==> config.mk <==
export PLATFORM = sky130hd
export DESIGN_NAME = decode_issue_ctrl
export DESIGN_NICKNAME = d
export VERILOG_FILES = /design/src/rtl/isa_pkg.sv /design/src/rtl/decode.sv /design/src/rtl/decode_issue_ctrl.sv
export SDC_FILE = /design/constraint.sdc
export NUM_CORES = 1
export LEC_CHECK = 0
export BUFFER_PORTS_ARGS = -buffer_cell sky130_fd_sc_hd__buf_4
export CAP_MARGIN = 20
export CORE_ASPECT_RATIO = 0.9
export CORE_MARGIN = 3
export CORE_UTILIZATION = 46
export CTS_CLUSTER_SIZE = 12
export DETAILED_ROUTE_END_ITERATION = 16
export PLACE_DENSITY = 0.83
export SYNTH_ARGS = -nofsm -noshare
export SYNTH_HDL_FRONTEND = slang
export SYNTH_HIERARCHICAL = 1
export SYNTH_SLANG_ARGS = --single-unit
export TNS_END_PERCENT = 20
==> constraint.sdc <==
create_clock -name clock -period 2.8 [get_ports clock]
set_clock_uncertainty 0.2 [all_clocks]
set_input_delay 0.14 -clock clock [delete_from_list [all_inputs] [get_ports clock]]
set_output_delay 0.14 -clock clock [all_outputs]
set_load 0.005 [all_outputs]
==> src/rtl/isa_pkg.sv <==
// ISA constants and ID-stage state encoding shared by the decode stage.
package isa_pkg;

  localparam logic [5:0] OP_RTYPE = 6'h00;
  localparam logic [5:0] OP_BEQ   = 6'h04;
  localparam logic [5:0] OP_BNE   = 6'h05;
  localparam logic [5:0] OP_LW    = 6'h23;
  localparam logic [5:0] OP_SW    = 6'h2B;

  typedef enum logic [1:0] {
    ST_EMPTY = 2'd0,
    ST_FULL  = 2'd1,
    ST_HAZ   = 2'd2
  } id_state_e;

  // rt is read (not written) by R-type, branches and stores.
  function automatic logic rt_is_source(input logic [5:0] opcode);
    logic src;
    case (opcode)
      OP_RTYPE, OP_BEQ, OP_BNE, OP_SW: src = 1'b1;
      default:                         src = 1'b0;
    endcase
    return src;
  endfunction

endpackage

==> src/rtl/decode.sv <==
// Field splitter: extracts opcode, rs and rt from a 32-bit instruction word.
module decode (
  input  logic [31:0] insn_i,
  output logic [5:0]  opcode_o,
  output logic [4:0]  rs_o,
  output logic [4:0]  rt_o
);

  logic unused_low;

  assign opcode_o   = insn_i[31:26];
  assign rs_o       = insn_i[25:21];
  assign rt_o       = insn_i[20:16];
  assign unused_low = ^insn_i[15:0];

endmodule

==> src/rtl/decode_issue_ctrl.sv <==
// ID stage controller: IF/ID register, valid/ready issue to EX, load-use stall, flush.
//   state    | meaning
//   ST_EMPTY | no instruction held
//   ST_FULL  | instruction held, no hazard
//   ST_HAZ   | instruction held, load-use hazard active
module decode_issue_ctrl
  import isa_pkg::*;
#(
  parameter int DATA_W = 32,
  parameter int CNT_W  = 16
) (
  input  logic              clock,
  input  logic              reset_n,
  input  logic              if_valid,
  input  logic [DATA_W-1:0] if_insn,
  input  logic [DATA_W-1:0] if_pc,
  output logic              if_ready,
  input  logic              flush,
  input  logic              ex_ready,
  input  logic              ex_is_load,
  input  logic [4:0]        ex_rt,
  output logic              id_valid,
  output logic [DATA_W-1:0] id_insn,
  output logic [DATA_W-1:0] id_pc,
  output logic [CNT_W-1:0]  stall_cnt
);

  id_state_e         state_q, state_d;
  logic [DATA_W-1:0] insn_q, insn_d;
  logic [DATA_W-1:0] pc_q, pc_d;
  logic [CNT_W-1:0]  cnt_q, cnt_d;

  logic [5:0] opcode;
  logic [4:0] rs;
  logic [4:0] rt;
  logic       held;
  logic       hazard;
  logic       id_fire;
  logic       if_fire;

  decode u_decode (
    .insn_i   (insn_q[31:0]),
    .opcode_o (opcode),
    .rs_o     (rs),
    .rt_o     (rt)
  );

  assign held = (state_q != ST_EMPTY);

  // A load into $0 never produces a value worth waiting for.
  assign hazard = held && ex_is_load && (ex_rt != 5'd0) &&
                  ((rs == ex_rt) || (rt_is_source(opcode) && (rt == ex_rt)));

  always_comb begin
    state_d  = state_q;
    insn_d   = insn_q;
    pc_d     = pc_q;
    cnt_d    = cnt_q;
    id_valid = held && !hazard && !flush;
    id_fire  = id_valid && ex_ready;
    if_ready = flush || !held || id_fire;
    if_fire  = if_valid && if_ready;

    if (flush) begin
      // Wrong-path beat accepted this cycle is dropped on the floor.
      state_d = ST_EMPTY;
    end else begin
      if (if_fire) begin
        insn_d = if_insn;
        pc_d   = if_pc;
      end
      case (state_q)
        ST_EMPTY: begin
          if (if_fire) state_d = ST_FULL;
        end
        ST_FULL, ST_HAZ: begin
          if (id_fire) state_d = if_fire ? ST_FULL : ST_EMPTY;
          else         state_d = hazard ? ST_HAZ : ST_FULL;
        end
        default: state_d = ST_EMPTY;
      endcase
      if (hazard && (cnt_q != '1)) cnt_d = cnt_q + 1'b1;
    end
  end

  always_ff @(posedge clock) begin
    if (!reset_n) begin
      state_q <= ST_EMPTY;
      insn_q  <= '0;
      pc_q    <= '0;
      cnt_q   <= '0;
    end else begin
      state_q <= state_d;
      insn_q  <= insn_d;
      pc_q    <= pc_d;
      cnt_q   <= cnt_d;
    end
  end

  assign id_insn   = insn_q;
  assign id_pc     = pc_q;
  assign stall_cnt = cnt_q;

endmodule

; ---- Word-level counts from Yosys, hierarchy flattened
; Index checks and enable logic that the tools add are counted.
[word_totals]
reg_bits = 82
input_bits = 75
output_inout_bits = 82
elab_cells = 46
[op_classes]
n_addsub = 1
eq_ne = 9
muxes = 6
bitwise_logic = 2
n_reduce_logical = 24
[ops]
columns = op, n
row1 = "adder 16 x 1 -> 16 bit, second input constant", 1
row2 = "inequality test 16 bit, second input constant", 1
row3 = "== test 6 x 3 -> 1 bit, second input constant", 2
row4 = == test 5 bit, 2
row5 = logical AND 1 bit, 9
row6 = "== test 6 bit, second input constant", 1
row7 = zero test 6 bit, 1
row8 = two-way mux 2 bit, 3
row9 = nonzero test 5 bit, 1
row10 = one-hot mux 2 bit (2 select lines), 1
row11 = AND reduction 2 bit, 2
row12 = OR reduction 2 bit, 2
row13 = OR reduction 4 bit, 1
row14 = zero test 1 bit, 3
row15 = logical OR 1 bit, 3
row16 = "== test 2 x 1 -> 1 bit, second input constant", 1
row17 = "== test 2 bit, second input constant", 1
row18 = zero test 2 bit, 1
row19 = two-way mux 1 bit, 2
row20 = "inequality test 2 bit, second input constant", 1
row21 = NOT 1 bit, 2
row22 = nonzero test 2 bit, 1

; ---- Logic depth before layout (Yosys ltp)
; Gate-level depths: netlist of the first run.
[depth]
ltp_word = 15
ltp_mapped = 10
depth_no_buf = 8

; ---- By module
; The synthesis of the first run kept the hierarchy.
[by_module_without_submodules]
columns = mod, n_inst, cells_each, area_per_inst_um2, seq_area_each_um2
row1 = decode_issue_ctrl, 1, 279, 3229.3, 1641.6
row2 = decode, 1, 16, 120.1, 0.0

; ---- Least setup slack after synthesis of the first run
; No wires, ideal clock.
[synth_timing]
kind = register to register
start = register insn_q[26] (netlist: id_insn[26])
end = register insn_q[0] (netlist: id_insn[0])
setup_ps = 117
arrival_ps = 2298
t_required_ps = 2483
setup_slack_ps = 185
stages_incl_launch_ff = 10
n_path_buf = 3
synth_period_minus_slack_ps = 2615
path_cell_list = dfxtp_1 buf_4 nor2b_1 or4_4 a2111oi_4 o31ai_2 and4_1 buf_6 buf_12 a22o_1
[synth_via]
elab_chain_cells = 13
word_cells_on_any_way = 16
cone_classes = 3 x eq/ne / 1 x mux / 12 x reduce/logical
[synth_lines]
columns = element, line
row1 = start: declaration, decode_issue_ctrl.sv:29  ; logic [DATA_W-1:0] insn_q, insn_d;
row2 = start signal: assignment, decode_issue_ctrl.sv:94  ; insn_q <= insn_d;
row3 = "== test 6 x 3 -> 1 bit, or another cell as far along", isa_pkg.sv:19  ; case (opcode)
row4 = OR reduction 4 bit *, isa_pkg.sv:19
row5 = two-way mux 1 bit *, isa_pkg.sv:19
row6 = logical AND 1 bit *, decode_issue_ctrl.sv:52  ; ((rs == ex_rt) || (rt_is_source(opcode) && (rt == ex_rt)));
row7 = logical OR 1 bit *, decode_issue_ctrl.sv:52
row8 = logical AND 1 bit *, decode_issue_ctrl.sv:51  ; assign hazard = held && ex_is_load && (ex_rt != 5'd0) &&
row9 = zero test 1 bit *, decode_issue_ctrl.sv:59  ; id_valid = held && !hazard && !flush;
row10 = logical AND 1 bit * (2 in a row), decode_issue_ctrl.sv:59
row11 = logical AND 1 bit *, decode_issue_ctrl.sv:60  ; id_fire = id_valid && ex_ready;
row12 = logical OR 1 bit *, decode_issue_ctrl.sv:61  ; if_ready = flush || !held || id_fire;
row13 = logical AND 1 bit *, decode_issue_ctrl.sv:62  ; if_fire = if_valid && if_ready;
row14 = AND reduction 2 bit (no line) *, n/a
; Mark *: on every way between the ends. The rest lies on a longest branch, timed or not.
; A chain may end at the register's enable or synchronous reset.

; ---- Final worst setup path of the first run
[layout_timing]
start = register insn_q[26] (netlist: id_insn[26])
end = output port if_ready
[layout_via]
elab_chain_cells = 11
word_cells_on_any_way = 14
cone_classes = 3 x eq/ne / 1 x mux / 10 x reduce/logical
[layout_lines]
columns = element, line
row1 = "== test 6 x 3 -> 1 bit, or another cell as far along", isa_pkg.sv:19
row2 = OR reduction 4 bit *, isa_pkg.sv:19
row3 = two-way mux 1 bit *, isa_pkg.sv:19
row4 = logical AND 1 bit *, decode_issue_ctrl.sv:52
row5 = logical OR 1 bit *, decode_issue_ctrl.sv:52
row6 = logical AND 1 bit *, decode_issue_ctrl.sv:51
row7 = zero test 1 bit *, decode_issue_ctrl.sv:59
row8 = logical AND 1 bit * (2 in a row), decode_issue_ctrl.sv:59
row9 = logical AND 1 bit *, decode_issue_ctrl.sv:60
row10 = logical OR 1 bit *, decode_issue_ctrl.sv:61
row11 = end: declaration, decode_issue_ctrl.sv:17  ; output logic if_ready,
; Marks and branches as above.

==> results of run 1 <==
## worst min path at each step
stage,from,end,slack (ns),cells after the start
after global placement,if_insn[30],id_insn[30],0.15,2
after global routing,id_pc[10],id_pc[10],0.30,1
final,id_insn[8],id_insn[8],0.28,1
after floorplan,if_insn[0],id_insn[0],0.07,1
after CTS,id_pc[14],id_pc[14],0.29,1
after detailed placement,if_insn[16],id_insn[16],0.15,2
## stage by stage
stage	power, mW	std cells	area, µm²	setup slack (ns)	hold WS (ns)
finish	2.58	601	5320	0.189	0.283
global route	2.67	600	5320	0.0394	0.303
CTS	2.59	599	5300	0.129	0.289
detailed placement	1.57	516	4400	0.144	0.152
global placement	1.56	516	4400	0.300	0.149
floorplan	1.41	295	3350	0.185	0.0655
## layout make-up
class	instances	area, µm²
Multi-Input combinational cell	172	1360
Sequential cell	82	1640
Clock buffer	10	138
Fill cell	432	1510
Tap cell	90	113
Timing Repair Buffer	232	1950
Antenna cell	1	2.50
Clock inverter	6	90.1
Inverter	8	30.0
## placed cells by master (no fill, tap or decap), types with 5 or more instances in the layout
cell type / synthesis / layout
dlygate4sd3_1: 0 / 67
nand2b_1: 6 / 6
nor2_1: 7 / 7
clkbuf_8: 0 / 10
xor2_1: 5 / 5
or4_1: 5 / 5
nand3_1: 8 / 8
buf_4: 16 / 162
and3_1: 5 / 5
xnor2_1: 8 / 8
nand2_1: 11 / 11
dfxtp_1: 82 / 82
a22o_1: 64 / 64
o31ai_1: 7 / 7
inv_1: 8 / 8
a21oi_1: 8 / 8
## logic make-up (layout without fill, tap and decap cells)
kind of cell             count (synthesis)  in the layout  synth area share
buffers and inverters                   41            256             0.109
adder cells (fa/ha/maj)                  3              3            0.0112
multiplexers                             1              1           0.00299
XOR/XNOR                                13             13            0.0340
AO/OA/AOI/OAI                           98             98             0.254
other                                    0              1                 0
flip-flops                              82             82             0.490
AND/OR/NAND/NOR                         57             57            0.0990
## power groups by stage
stage               combinational, mW  sequential [mW]  clock, mW
finish                          0.382             1.24      0.953
global route                    0.408             1.25       1.01
CTS                             0.373             1.24      0.975
detailed placement              0.296             1.27          0
global placement                0.289             1.27          0
floorplan                       0.142             1.27          0
## layer usage
| layer | track usage | wire [µm] |
|---|---|---|
| met1 | 0.263 | 3900 |
| met2 | 0.460 | 5570 |
| met3 | 0.0761 | 725 |
| met4 | 0.111 | 208 |
| met5 | 0 | 0 |
## sequential cells by signal, indices dropped and copies added, names as in the netlist
signal	cells
stall_cnt	16
id_insn	32
id_pc	32
state_q	2
## timing repair
action                                 4_1_cts  5_1_grt
hold buffers                                67        0
setup endpoints to repair                    0        2
buffers inserted                             0        1
resized for setup                            0        2
endpoints found under the hold margin       72        0
==> reports/results.txt, run 1 <==
Largest net degree at the start of global routing = 65
CTS max path bufs = 2
Setup crit end kind = output port
Cts bufs inserted = 9
CP Buf/Inv Count = 3
Row Count = 28
Yosys cell types = 42
Syn Inst Count = 295
Worst-path fanout max = 4
CP endpoint = if_ready
Max-cap viol count = 0
Min Tclk post-route = 2.61 ns
Mapped Area = 0.00335 mm²
Mean number of vias per cell = 5.33
Peak supply drop = 0.337 mV
Logic gate share of total power = 0.148
Max-slew violations = 0
Max Fclk = 383 MHz
P_leak = 2.37 nW
Synth cell count leaders = dfxtp_1 (82), a22o_1 (64), buf_4 (16)
GRT overflow = 0
RSZ-0062 raised after global routing = false
Post-synth top area cell = dfxtp_1
Setup slack, reg-to-reg = 0.22 ns
Worst-Skew Late Latency = 0.35 ns
Worst-path cell chain = nor2b_1 -> or4_4 -> a2111oi_4 -> buf_4 -> buf_4 -> nor2_1 -> nand2_1 -> nand3_1 -> buf_4
Critical Path Start Type = register
Crit-path max cell delay = 0.44 ns
Final Net Count = 583
Synth area leaders = dfxtp_1 (49%), a22o_1 (17%), buf_12 (3.6%)
Antenna violations before repair = 0
Proportion of layout cells with a drive suffix above 1 = 0.376
Slowest-stage cell, CP = or4_4
Tcrit/Tclk final = 0.933
Avg WL per Cell = 17.3 µm
Most frequent CP cell = buf_4
HPWL Detailed = 6.39 mm
Top-count cell post-synth = dfxtp_1
Register area share after synthesis = 0.490
Switching portion of total power = 0.232
CTS tree = done
Antenna Nets Post-Route = 0
Final wirelength = 10.4 mm
FF-to-FF path depth = 8
Pwr dens = 485 mW/mm²
Final Setup Violations = 0
Crit Path Category = reg -> out
I/O pin count = 157
Clock Root Buffer = clkbuf_8
Total number of vias = 3206
Crit Reg-Reg Startpoint = id_insn[26]
Initial Utilization = 0.490
Slew HR = 0.686
Fin util = 0.779
Clock transition at path regs = 0.08 ns
R2r endpoint = id_insn[31]
Setup crit start = id_insn[26]
Clk sinks = 82
RD Place Congestion = 0.802
Internal power = 1.98 mW
Net switching power = 0.599 mW
Pre-antenna DRT Iters = 5
Avg Inst Size Synth = 11.4 µm²
CP Data Arrival Time = 2.27 ns
Die Ht = 87.0 µm
Total global-route track usage = 0.252
PortBufs = 156
WP depth = 9
Vias in the first global route = 3348
Status = finished, final reports clean
Core area = 0.00683 mm²
Synth Warn # = 6
Part of the power in the clock network = 0.370
Sequential power share = 0.482
Worst Tran Pin Value = 0.464 ns
Max H-tree Level = 3
Die area = 0.00834 mm²
Syn-to-layout area delta = 58.9%
WP data required = 2.46 ns
X dimension of the die = 95.9 µm
Post-route setup TNS = 0 ns
Drt drc = 0
Async S/R FF share, synth = 0
DRT iter0 DRCs = 85
Syn Nets = 373
Delay-heaviest family, CP = simple AND/OR/NAND/NOR gates
Hold crit path type = reg -> reg
EDFF count, synth = 0
Flops & latches, synth = 82
Synth top area share = 0.490
Fin. Hold Viols = 0
Synth Flop Type = dfxtp_1
First-pass GRT wire length = 16.1 mm
No activity file was read; power rests on OpenSTA's default activity.
==> run 2: changes to the inputs <==
--- a/constraint.sdc
+++ b/constraint.sdc
@@ -3,3 +3,3 @@
 set_input_delay 0.14 -clock clock [delete_from_list [all_inputs] [get_ports clock]]
 set_output_delay 0.14 -clock clock [all_outputs]
-set_load 0.005 [all_outputs]
+set_load 0.1 [all_outputs]
==> reports/results.txt, run 2 (same netlist as run 1, synthesis figures left out) <==
Pwr dens = 519 mW/mm² (was 485 mW/mm²)
Post-DP Area = 0.00442 mm² (was 0.00440 mm²)
GR peak layer = met2 (unchanged)
Fin area = 0.00529 mm² (was 0.00532 mm²)
Worst Tran Pin Value = 0.898 ns (was 0.464 ns)
GRT overflow = 0 (unchanged)
Core area = 0.00683 mm² (unchanged)
Antenna Nets Post-Route = 0 (unchanged)
Critical Path Start Type = register (unchanged)
Min Tclk post-route = 2.73 ns (was 2.61 ns)
Clock Root Buffer = clkbuf_8 (unchanged)
DP Worst Slack = 0.112 ns (was 0.144 ns)
Total number of vias = 3207 (was 3206)
Max Fclk = 367 MHz (was 383 MHz)
Switching portion of total power = 0.342 (was 0.232)
Internal power = 1.81 mW (was 1.98 mW)
Cts bufs inserted = 9 (unchanged)
Pre-antenna DRT Iters = 5 (unchanged)
Avg WL per Cell = 17.5 µm (was 17.3 µm)
Clk sinks = 82 (unchanged)
Final Setup Violations = 0 (unchanged)
Post-route setup TNS = 0 ns (unchanged)
Drt drc = 0 (unchanged)
HPWL Detailed = 6.61 mm (was 6.39 mm)
Worst-path cell chain = nor2b_1 -> or4_4 -> a2111oi_4 -> buf_4 -> nor2_1 -> nand2_1 -> nand3_2 -> buf_4 (was nor2b_1 -> or4_4 -> a2111oi_4 -> buf_4 -> buf_4 -> nor2_1 -> nand2_1 -> nand3_1 -> buf_4)
Antenna violations before repair = 0 (unchanged)
Status = finished, final reports clean (unchanged)
Hold crit path type = reg -> reg (unchanged)
Syn-to-layout area delta = 58.0% (was 58.9%)
Slowest-stage cell, CP = or4_4 (unchanged)
Worst hold slack = 0.290 ns (was 0.283 ns)
PortBufs = 156 (unchanged)
Row Count = 28 (unchanged)
P_leak = 2.34 nW (was 2.37 nW)
CTS tree = done (unchanged)
First-pass GRT wire length = 16.1 mm (about the same)
RD Place Congestion = 0.827 (was 0.802)
Setup WS post-layout = 0.0745 ns (was 0.189 ns)
Peak supply drop = 0.334 mV (was 0.337 mV)
Logic gate share of total power = 0.261 (was 0.148)
Fin. Hold Viols = 0 (unchanged)
Max-slew violations = 0 (unchanged)
Net switching power = 0.940 mW (was 0.599 mW)
Total global-route track usage = 0.250 (was 0.252)
Most frequent CP cell = buf_4 (unchanged)
Initial Utilization = 0.490 (unchanged)
Most common cell after layout, fill and taps aside = buf_4 (unchanged)
Worst-path fanout max = 4 (unchanged)
Worst-Skew Late Latency = 0.35 ns (about the same)
CP Data Arrival Time = 2.39 ns (was 2.27 ns)
WP data required = 2.46 ns (about the same)
Fin cells = 601 (unchanged)
DRT iter0 DRCs = 173 (was 85)
CTS max path bufs = 2 (unchanged)
I/O pin count = 157 (unchanged)
Proportion of layout cells with a drive suffix above 1 = 0.408 (was 0.376)
Max-cap viol count = 0 (unchanged)
Final wirelength = 10.5 mm (was 10.4 mm)
Crit Path Category = reg -> out (unchanged)
Met1 Use GR = 0.260 (was 0.263)
Clock transition at path regs = 0.08 ns (about the same)
Part of the power in the clock network = 0.285 (was 0.370)
GR Util met2 = 0.465 (was 0.460)
X dimension of the die = 95.9 µm (unchanged)
Final Net Count = 583 (unchanged)
Setup crit end kind = output port (unchanged)
CP Buf/Inv Count = 2 (was 3)
Largest net degree at the start of global routing = 41 (was 65)
Tcrit/Tclk final = 0.973 (was 0.933)
Die Ht = 87.0 µm (unchanged)
Delay-heaviest family, CP = simple AND/OR/NAND/NOR gates (unchanged)
Fin util = 0.775 (was 0.779)
Sequential power share = 0.453 (was 0.482)
Inst Count DP = 515 (was 516)
Max H-tree Level = 3 (unchanged)
Most frequent cells in the layout = buf_4 (164), dlygate4sd3_1 (67), dfxtp_1 (67), a22o_1 (64), nand2_1 (11) (was buf_4 (162), dfxtp_1 (82), dlygate4sd3_1 (67), a22o_1 (64), nand2_1 (11))
Filler instances = 417 (was 432)
Slew HR = 0.401 (was 0.686)
Total power = 2.75 mW (was 2.58 mW)
GR Util met3 = 0.0821 (was 0.0761)
Mean number of vias per cell = 5.34 (was 5.33)
Crit-path max cell delay = 0.43 ns (was 0.44 ns)
Vias in the first global route = 3348 (unchanged)
Die area = 0.00834 mm² (unchanged)
-- run 2: layout make-up --
cell class                 instances  area [µm²]  area share
inverter                           8        30.0     0.00568
multi-input combinational        172        1370       0.259
clock buffer                      11         141      0.0267
tap                               90         113      0.0213
timing repair buffer             232        1920       0.363
clock inverter                     5        37.5     0.00709
sequential                        82        1670       0.316
antenna                            1        2.50    0.000473
-- run 2: final timing paths --
kind	startpoint	end	slack [ns]	cells past startpoint
max	id_insn[26]	if_ready	0.07	8
min	id_insn[15]	id_insn[15]	0.29	1
max reg2reg	id_insn[26]	stall_cnt[13]	0.11	6
min reg2reg	id_insn[15]	id_insn[15]	0.29	1
-- run 2: metal layers --
layer / part of all wire / vias up
met3: 0.071 / 17
met1: 0.37 / 1551
met4: 0.018 / 0
met2: 0.54 / 116
met5: 0 / -
li1: - / 1523
-- run 2: timing repair --
action | in CTS | in global routing
endpoints found under the hold margin | 72 | 0
buffers inserted | 0 | 2
hold buffers | 67 | 0
resized for setup | 0 | 1
endpoints found under the setup margin | 0 | 41
-- run 2: power by group through the flow --
stage               Sequential, mW  Combinational [mW]  Clock [mW]
floorplan                     1.59               0.152           0
global placement              1.27               0.624           0
detailed placement            1.27               0.631           0
CTS                           1.24               0.708       0.812
global route                  1.25               0.742       0.852
finish                        1.25               0.717       0.784
